<file path="src/rtl/md_sequencer.sv">
// Multiply/divide sequencer: starts the mult or div unit, waits for completion, commits Hi/Lo.
// Optional MD_EARLY_ZERO_EN: flags a zero divisor in START instead of waiting for DIVQ.
module md_sequencer #(
  parameter int unsigned MAX_CYCLES = 64,
  parameter int unsigned CNT_W      = 7
) (
  input  logic        clk,
  input  logic        reset,
  input  logic        md_start,
  input  logic [1:0]  md_op,
  input  logic        md_abort,
  input  logic        mult_end,
  input  logic        div_end,
  input  logic        DIVQ,
  input  logic [31:0] DIV_B_in,
  output logic        mult_ctrl,
  output logic        div_ctrl,
  output logic        DIVASelect,
  output logic        DIVBSelect,
  output logic        MDSelect,
  output logic        HiCtrl,
  output logic        LoCtrl,
  output logic        md_busy,
  output logic        md_done,
  output logic        md_div_zero,
  output logic        md_timeout
);

  typedef enum logic [2:0] {
    StIdle,
    StStart,
    StWait,
    StWrite,
    StDone,
    StExc,
    StTmo
  } state_e;

  localparam logic [1:0] OpMult = 2'b00;
  localparam logic [1:0] OpDivm = 2'b10;
  localparam logic [1:0] OpRsvd = 2'b11;

  localparam logic [CNT_W-1:0] CntLast = CNT_W'(MAX_CYCLES - 1);
  localparam logic [CNT_W-1:0] CntOne  = CNT_W'(1);

  state_e           state_q, state_d;
  logic [CNT_W-1:0] cnt_q, cnt_d;
  logic [1:0]       op_q, op_d;
  logic             is_mult;
  logic             flag;
  logic             early_zero;
  logic             in_path;

  assign is_mult = (op_q == OpMult);
  // Only the selected unit's completion flag matters.
  assign flag    = is_mult ? mult_end : div_end;

`ifdef MD_EARLY_ZERO_EN
  assign early_zero = !is_mult && (DIV_B_in == '0);
`else
  logic unused_div_b;
  assign unused_div_b = ^DIV_B_in;
  assign early_zero   = 1'b0;
`endif

  always_comb begin
    state_d = state_q;
    cnt_d   = cnt_q;
    op_d    = op_q;
    unique case (state_q)
      StIdle: begin
        if (md_start && (md_op != OpRsvd)) begin
          op_d    = md_op;
          state_d = StStart;
        end
      end
      StStart: begin
        cnt_d   = '0;
        state_d = early_zero ? StExc : StWait;
      end
      StWait: begin
        if (cnt_q != '1) begin
          cnt_d = cnt_q + CntOne;
        end
        // Completion wins over timeout in the same cycle.
        if (flag) begin
          state_d = (!is_mult && DIVQ) ? StExc : StWrite;
        end else if (cnt_q == CntLast) begin
          state_d = StTmo;
        end
      end
      StWrite: state_d = StDone;
      StDone, StExc, StTmo: state_d = StIdle;
      default: state_d = StIdle;
    endcase
    if (md_abort && (state_q != StIdle)) begin
      state_d = StIdle;
    end
  end

  always_ff @(posedge clk or posedge reset) begin
    if (reset) begin
      state_q <= StIdle;
      cnt_q   <= '0;
      op_q    <= OpMult;
    end else begin
      state_q <= state_d;
      cnt_q   <= cnt_d;
      op_q    <= op_d;
    end
  end

  assign in_path = (state_q == StStart) || (state_q == StWait) || (state_q == StWrite);

  always_comb begin
    mult_ctrl   = (state_q == StStart) && is_mult;
    div_ctrl    = (state_q == StStart) && !is_mult && !early_zero;
    DIVASelect  = in_path && (op_q == OpDivm);
    DIVBSelect  = in_path && (op_q == OpDivm);
    MDSelect    = in_path && is_mult;
    HiCtrl      = (state_q == StWrite);
    LoCtrl      = (state_q == StWrite);
    md_busy     = (state_q != StIdle);
    md_done     = (state_q == StDone);
    md_div_zero = (state_q == StExc);
    md_timeout  = (state_q == StTmo);
  end

endmodule

</file>
<file path="config.mk">
export PLATFORM = sky130hd
export DESIGN_NAME = md_sequencer
export DESIGN_NICKNAME = d
export VERILOG_FILES = /design/src/rtl/md_sequencer.sv
export SDC_FILE = /design/constraint.sdc
export NUM_CORES = 1
export LEC_CHECK = 0
export CAP_MARGIN = 40
export CORE_AREA = 3 3 53 55
export CTS_CLUSTER_DIAMETER = 60
export DETAILED_ROUTE_END_ITERATION = 7
export DIE_AREA = 0 0 56 58
export PLACE_DENSITY = 0.74
export SLEW_MARGIN = 20
export SYNTH_ARGS = -nofsm -noshare
export SYNTH_HDL_FRONTEND = slang
export SYNTH_SLANG_ARGS = --single-unit
</file>
<file path="constraint.sdc">
create_clock -name clk -period 1.7 [get_ports clk]
set_input_delay 0.34 -clock clk [delete_from_list [all_inputs] [get_ports clk]]
set_output_delay 0.34 -clock clk [all_outputs]
set_load 0.1 [all_outputs]
</file>
==> results of run 1 <==
-- logic make-up after synthesis --
family / after synthesis / synth area share, %
fa+ha+maj: 1 / 1.50
flops: 12 / 36.0
compound gates: 31 / 26.3
simple gates: 41 / 27.5
buf+inv: 11 / 8.71
-- worst register-to-register path: stages (launching register included) --
cell and delay (ns):
dfrtp_2 0.49, buf_4 0.17, buf_4 0.16, nor2_1 0.19
nand3b_1 0.17, o22a_1 0.23
-- state kept, by name, summed over array words and instances (netlist names) --
| register | flops |
|---|---|
| state_q | 3 |
| op_q | 2 |
| cnt_q | 7 |
-- through the flow --
step,std cells,setup slack (ns)
floorplan,96,-0.459
global placement,142,0.179
detailed placement,142,0.151
CTS,154,-0.0298
global route,156,-0.0786
finish,156,-0.0100
-- final timing paths --
check,to,slack [ns]
max,DIVASelect,-0.01
min,cnt_q[2],0.39
max reg2reg,op_q[1],0.17
min reg2reg,cnt_q[5],0.55
max in group asynchronous,state_q[1],0.96
min in group clk,cnt_q[5],0.55
-- power breakdown --
part	internal [mW]	total, mW	switching [mW]
Combinational	0.450	1.07	0.620
Sequential	0.342	0.429	0.0865
Clock	0.130	0.221	0.0910
-- cell usage after synthesis (2+ instances only) --
master	count	area, um^2
and3_1	2	12.5
a22o_1	2	17.5
nor2_1	8	30.0
o31ai_1	2	15.0
nor3b_1	3	22.5
nor3_1	4	20.0
o21ai_1	4	20.0
buf_4	4	30.0
o22a_1	2	17.5
a21oi_1	4	20.0
nand2_1	11	41.3
a21o_1	2	15.0
dfrtp_1	12	300
a211oi_1	2	15.0
inv_1	3	11.3
o21ai_0	4	20.0
o21a_1	2	15.0
nand3_1	3	15.0
buf_6	2	22.5
a31oi_1	2	12.5
-- layout make-up --
| cell class | count | area (um^2) | share of cell area [%] |
|---|---|---|---|
| inverter | 4 | 17.5 | 1.28 |
| clock buffer | 4 | 36.3 | 2.65 |
| multi-input combinational | 73 | 561 | 40.9 |
| tap | 30 | 37.5 | 2.74 |
| sequential | 12 | 305 | 22.3 |
| timing repair buffer | 33 | 413 | 30.1 |
-- repair_timing --
item,4_1_cts,5_1_grt
resized for setup,9,3
pin swaps,3,2
endpoints found under the setup margin,11,8
setup buffers,8,2
-- routing by layer --
layer / vias up / track usage [%]
met5: - / 0
met4: 0 / 3.05
met3: 2 / 3.56
met2: 14 / 26.0
met1: 420 / 17.4
li1: 413 / -
==> metrics.txt, run 1 <==
final net count 169; max_cap viols 0; Max stage delay cell, worst path dfrtp_1; Post-synth EDFFs 0; # port buffers 19; Fin. Hold Viols 0; initial DRC count 27; Slew Viols, Final 0; #FFs+latches synth 12; most frequent cells in the layout buf_4 (12), buf_12 (11), nand2_1 (10); clock-pin transition on the worst setup and hold timing paths 0.07 ns; Worst Hold Slack 0.390 ns; Main synth FF type dfrtp_1; Cell Chain, Critical Path inv_4 > o21ai_4 > nor3b_4 > buf_12; DR top layer met4; routed len/inst 13.9 um; Metal-1 WL 932 um; Layout area overhead 64.4%; RSZ-0062 raised after global routing yes; die footprint 0.00325 mm^2; status finished with violations; Crit. End Element primary output; Worst slew margin 68.2%; Tot Pwr 1.72 mW; # DRC 0; Die Height 58 um; critical path fanouts, max 3; share of layout cells above drive strength 1 43.7%; root buf cell clkbuf_4; reg2reg start state_q[0]; Req. time, crit path 1.36 ns; Final Instance Area 0.00137 mm^2; Worst-Skew Late Latency 0.27 ns; vias in the first global route 851; io pins 52; largest net degree at the start of global routing 13; FMAX 0.585 GHz; initial core utilization 34.3%; total gr overflow 0; post-route core utilization 56.3%; PwrDens 1260 mW/mm^2; CP top delay family flip-flops; initial antenna violation count 0; arrival time worst endpoint 1.37 ns; drt total wl 2.16 mm; Crit path largest cell delay 0.43 ns; failing checks setup timing; Via density 5.44; core area 0.00243 mm^2; Max clock buf depth 2; Fillers 213; yosys warns 0; Post-DP Area 0.00122 mm^2; Synth cell types 38; post-synthesis instance total 96; metal3 WL 62 um; Final ANT Viol Nets 0; first-pass GRT wire length 3.77 mm; Crit. Startpoint state_q[2]; Max Clock Skew 0.000689 ns; Die Width 56 um; Slew @ Worst Pin 0.476 ns; Levels on crit path 4; total CTS buffers 3; Async SR Flop Fraction 100%; CTS tree built; most common cell after layout, fill and taps aside buf_4; min Tclk post-route 1.71 ns; number of hold buffers added after CTS 0; Avg Synthesized Cell Area 8.68 um^2; Bufs and invs on worst path 2; routed via count 849; DR WL met2 1.16 mm; hpwl dp 1.57 mm; Detailed Routing Iterations Pass 1 4; GRT Total Usage 14.4%; peak supply drop 714 uV; Final GP Congestion 0.851; CTS Sinks 12; worst min-delay path class in2async; Leakage 0.548 nW; Setup Viol. Count Final 2; H-tree lvl count 1; crit path launch type register; FF-to-FF path depth 5; Seq/Total Area, Yosys 36.0%; Crit Path Category reg2out; Antenna Cells 0; Core Rows 18; Sum Neg Setup Slack -0.0187 ns; Syn Nets 138; Final period util 101%; Worst Slack Setup Final -0.0100 ns; Post-Syn Area 833 um^2
No activity file was read; power rests on OpenSTA's default activity.
==> inputs of run 2 (changes only) <==
- CORE_AREA: 3 3 53 55 -> 5 5 55 57
- DIE_AREA: 0 0 56 58 -> 0 0 60 62
==> run 2 against run 1 <==
The flow still finishes with violations (setup timing). Sequential share of layout area rose by 0.83 points. Combinational power fell by 7%. Critical path depth did not move. Register-to-register slack improved by 0.07 ns. Clock power fell by 18%. Die area rose by 15%. Flip-flop and latch count did not move. Cell count fell by 1.9%. Clock skew rose by 0.0042 ns. Critical path type unchanged. Critical endpoint is now DIVBSelect.
==> metrics.txt, run 2 (synthesis gave the netlist of run 1 again) <==
Die Width 60 um (+7.1%); end of the critical path DIVBSelect; total gr overflow 0 (unchanged); FF-to-FF path depth 4 (-1); Worst-Skew Late Latency 0.28 ns (about the same); post-route core utilization 54.5% (-1.8 points); io pins 52 (unchanged); max_cap viols 0 (unchanged); vias in the first global route 825 (-3.1%); CTS tree built; Tot Pwr 1.61 mW (-6.6%); drt total wl 2.25 mm (+3.8%); core area 0.00243 mm^2 (unchanged); root buf cell clkbuf_4; Final GP Congestion 0.856 (+0.63%); number of hold buffers added after CTS 0 (unchanged); Non-Filler Instances 153 (-1.9%); Final ANT Viol Nets 0 (unchanged); # DRC 0 (unchanged); # port buffers 19 (unchanged); initial antenna violation count 0 (unchanged); Detailed Routing Iterations Pass 1 4 (unchanged); R2R Setup Slk 0.24 ns (+0.07 ns); CTS Sinks 12 (unchanged); Cell Chain, Critical Path inv_4 > o21ai_4 > nor3b_4 > buf_12; critical path fanouts, max 4 (+1); Fillers 210 (-1.4%); Max stage delay cell, worst path dfrtp_2; Max clock buf depth 2 (unchanged); reg2reg start state_q[2]; Setup Viol. Count Final 5 (+3); Crit. End Element primary output; GRT Total Usage 13.3% (-1.1 points); Req. time, crit path 1.36 ns (about the same); Die Height 62 um (+6.9%); Antenna Cells 0 (unchanged); placed cell count 142 (unchanged); PwrDens 1210 mW/mm^2 (-3.6%); failing checks setup timing; Largest register FFs 7 (unchanged); Crit Path Category reg2out; Largest regs cnt_q: 7 flops, state_q: 3 flops, op_q: 2 flops; Worst slew margin 68.7% (+0.46 points); FMAX 0.579 GHz (-0.95%); hpwl dp 1.61 mm (+3.0%); Slew @ Worst Pin 0.470 ns (-0.00692 ns); die footprint 0.00372 mm^2 (+15%); routed via count 852 (+0.35%); Via density 5.57 (+2.3%); Crit. Startpoint state_q[2]; Leakage 0.524 nW (-4.4%); post-placement worst setup slack 0.128 ns (-0.0230 ns); total CTS buffers 3 (unchanged); H-tree lvl count 1 (unchanged); peak supply drop 783 uV (+9.6%); initial core utilization 34.3% (unchanged); Core Rows 18 (unchanged); share of layout cells above drive strength 1 42.3% (-1.4 points); most frequent cells in the layout nand2_1 (11), buf_12 (11), buf_4 (11); Max Clock Skew 0.00493 ns (+0.00424 ns); Layout area overhead 59.2%; Reg-to-Reg End cnt_q[3]; Slew Viols, Final 0 (unchanged); status finished with violations; first-pass GRT wire length 3.71 mm (-1.6%); initial DRC count 26 (-3.7%); crit path launch type register; RSZ-0062 raised after global routing yes; min Tclk post-route 1.73 ns (+0.0163 ns); arrival time worst endpoint 1.39 ns (+0.02 ns); Worst Slack Setup Final -0.0263 ns (-0.0163 ns); Fin. Hold Viols 0 (unchanged); Final period util 102% (+0.96 points); final net count 167 (-1.2%); worst min-delay path class in2async; largest net degree at the start of global routing 13 (unchanged); Crit path largest cell delay 0.44 ns (about the same); Top reg by flops cnt_q; routed len/inst 14.7 um (+5.9%); clock-pin transition on the worst setup and hold timing paths 0.08 ns (about the same)
-- run 2: changes by cell type in the layout (fill, tap and decap cells not counted) --
cell | before | now
nor2_2 | 0 | 1
nand2b_4 | 1 | 0
dfrtp_2 | 4 | 5
nand2_1 | 10 | 11
clkbuf_8 | 1 | 0
buf_4 | 12 | 11
buf_6 | 2 | 1
dfrtp_1 | 8 | 7
nand2_2 | 1 | 0
nand2b_2 | 0 | 1
nor2_4 | 4 | 3
-- run 2: stage by stage --
stage | area [um^2] | setup TNS, ns | hold WS [ns]
5_1_grt | 1330 | -0.412 | 0.417
3_5_place_dp | 1220 | 0 | 0.543
2_1_floorplan | 948 | -1.78 | 0.205
4_1_cts | 1310 | -0.119 | 0.390
3_3_place_gp | 1220 | 0 | 0.540
6_report | 1330 | -0.115 | 0.372
-- run 2: what timing repair did --
action                     CTS  global route
gates resized for setup      9             0
hold endpoints to repair     0             0
cloned                       0             0
setup endpoints to repair   11            10
setup buffers                6             2
pin swaps                    4             2
-- run 2: worst min path at each step --
stage                           to  slack, ns
after floorplan           cnt_q[0]       0.20
after global placement    cnt_q[6]       0.54
after detailed placement  cnt_q[5]       0.54
after CTS                 cnt_q[0]       0.39
after global routing      cnt_q[0]       0.42
final                     cnt_q[0]       0.37
-- run 2: cell type report --
| type | instances | area, um^2 | area share [%] |
|---|---|---|---|
| multi-input cells | 73 | 548 | 41.3 |
| repair buffers | 31 | 394 | 29.7 |
| flip-flops and latches | 12 | 307 | 23.1 |
| inverters | 4 | 17.5 | 1.32 |
| clock buffers | 3 | 22.5 | 1.70 |
| well taps | 30 | 37.5 | 2.83 |
-- run 2: per-layer routing --
layer	part of all wire, %	wire (um)	track usage [%]
met1	41	932	15.5
met2	52	1180	24.2
met3	4.1	93	2.48
met4	1.9	42	4.75
met5	0	0	0
-- run 2: power by group --
part	total, mW	leakage (nW)	switching (mW)	internal (mW)
Clock	0.182	0.0138	0.0999	0.0822
Combinational	0.991	0.356	0.589	0.402
Sequential	0.433	0.154	0.0905	0.342
Total	1.61	0.524	0.779	0.827
-- run 2: critical path, delay by kind of cell (launching register included) --
| kind | cells | cell delay, ns |
|---|---|---|
| compound gates | 1 | 0.07 |
| buf+inv | 2 | 0.31 |
| flops | 1 | 0.44 |
| simple gates | 1 | 0.28 |
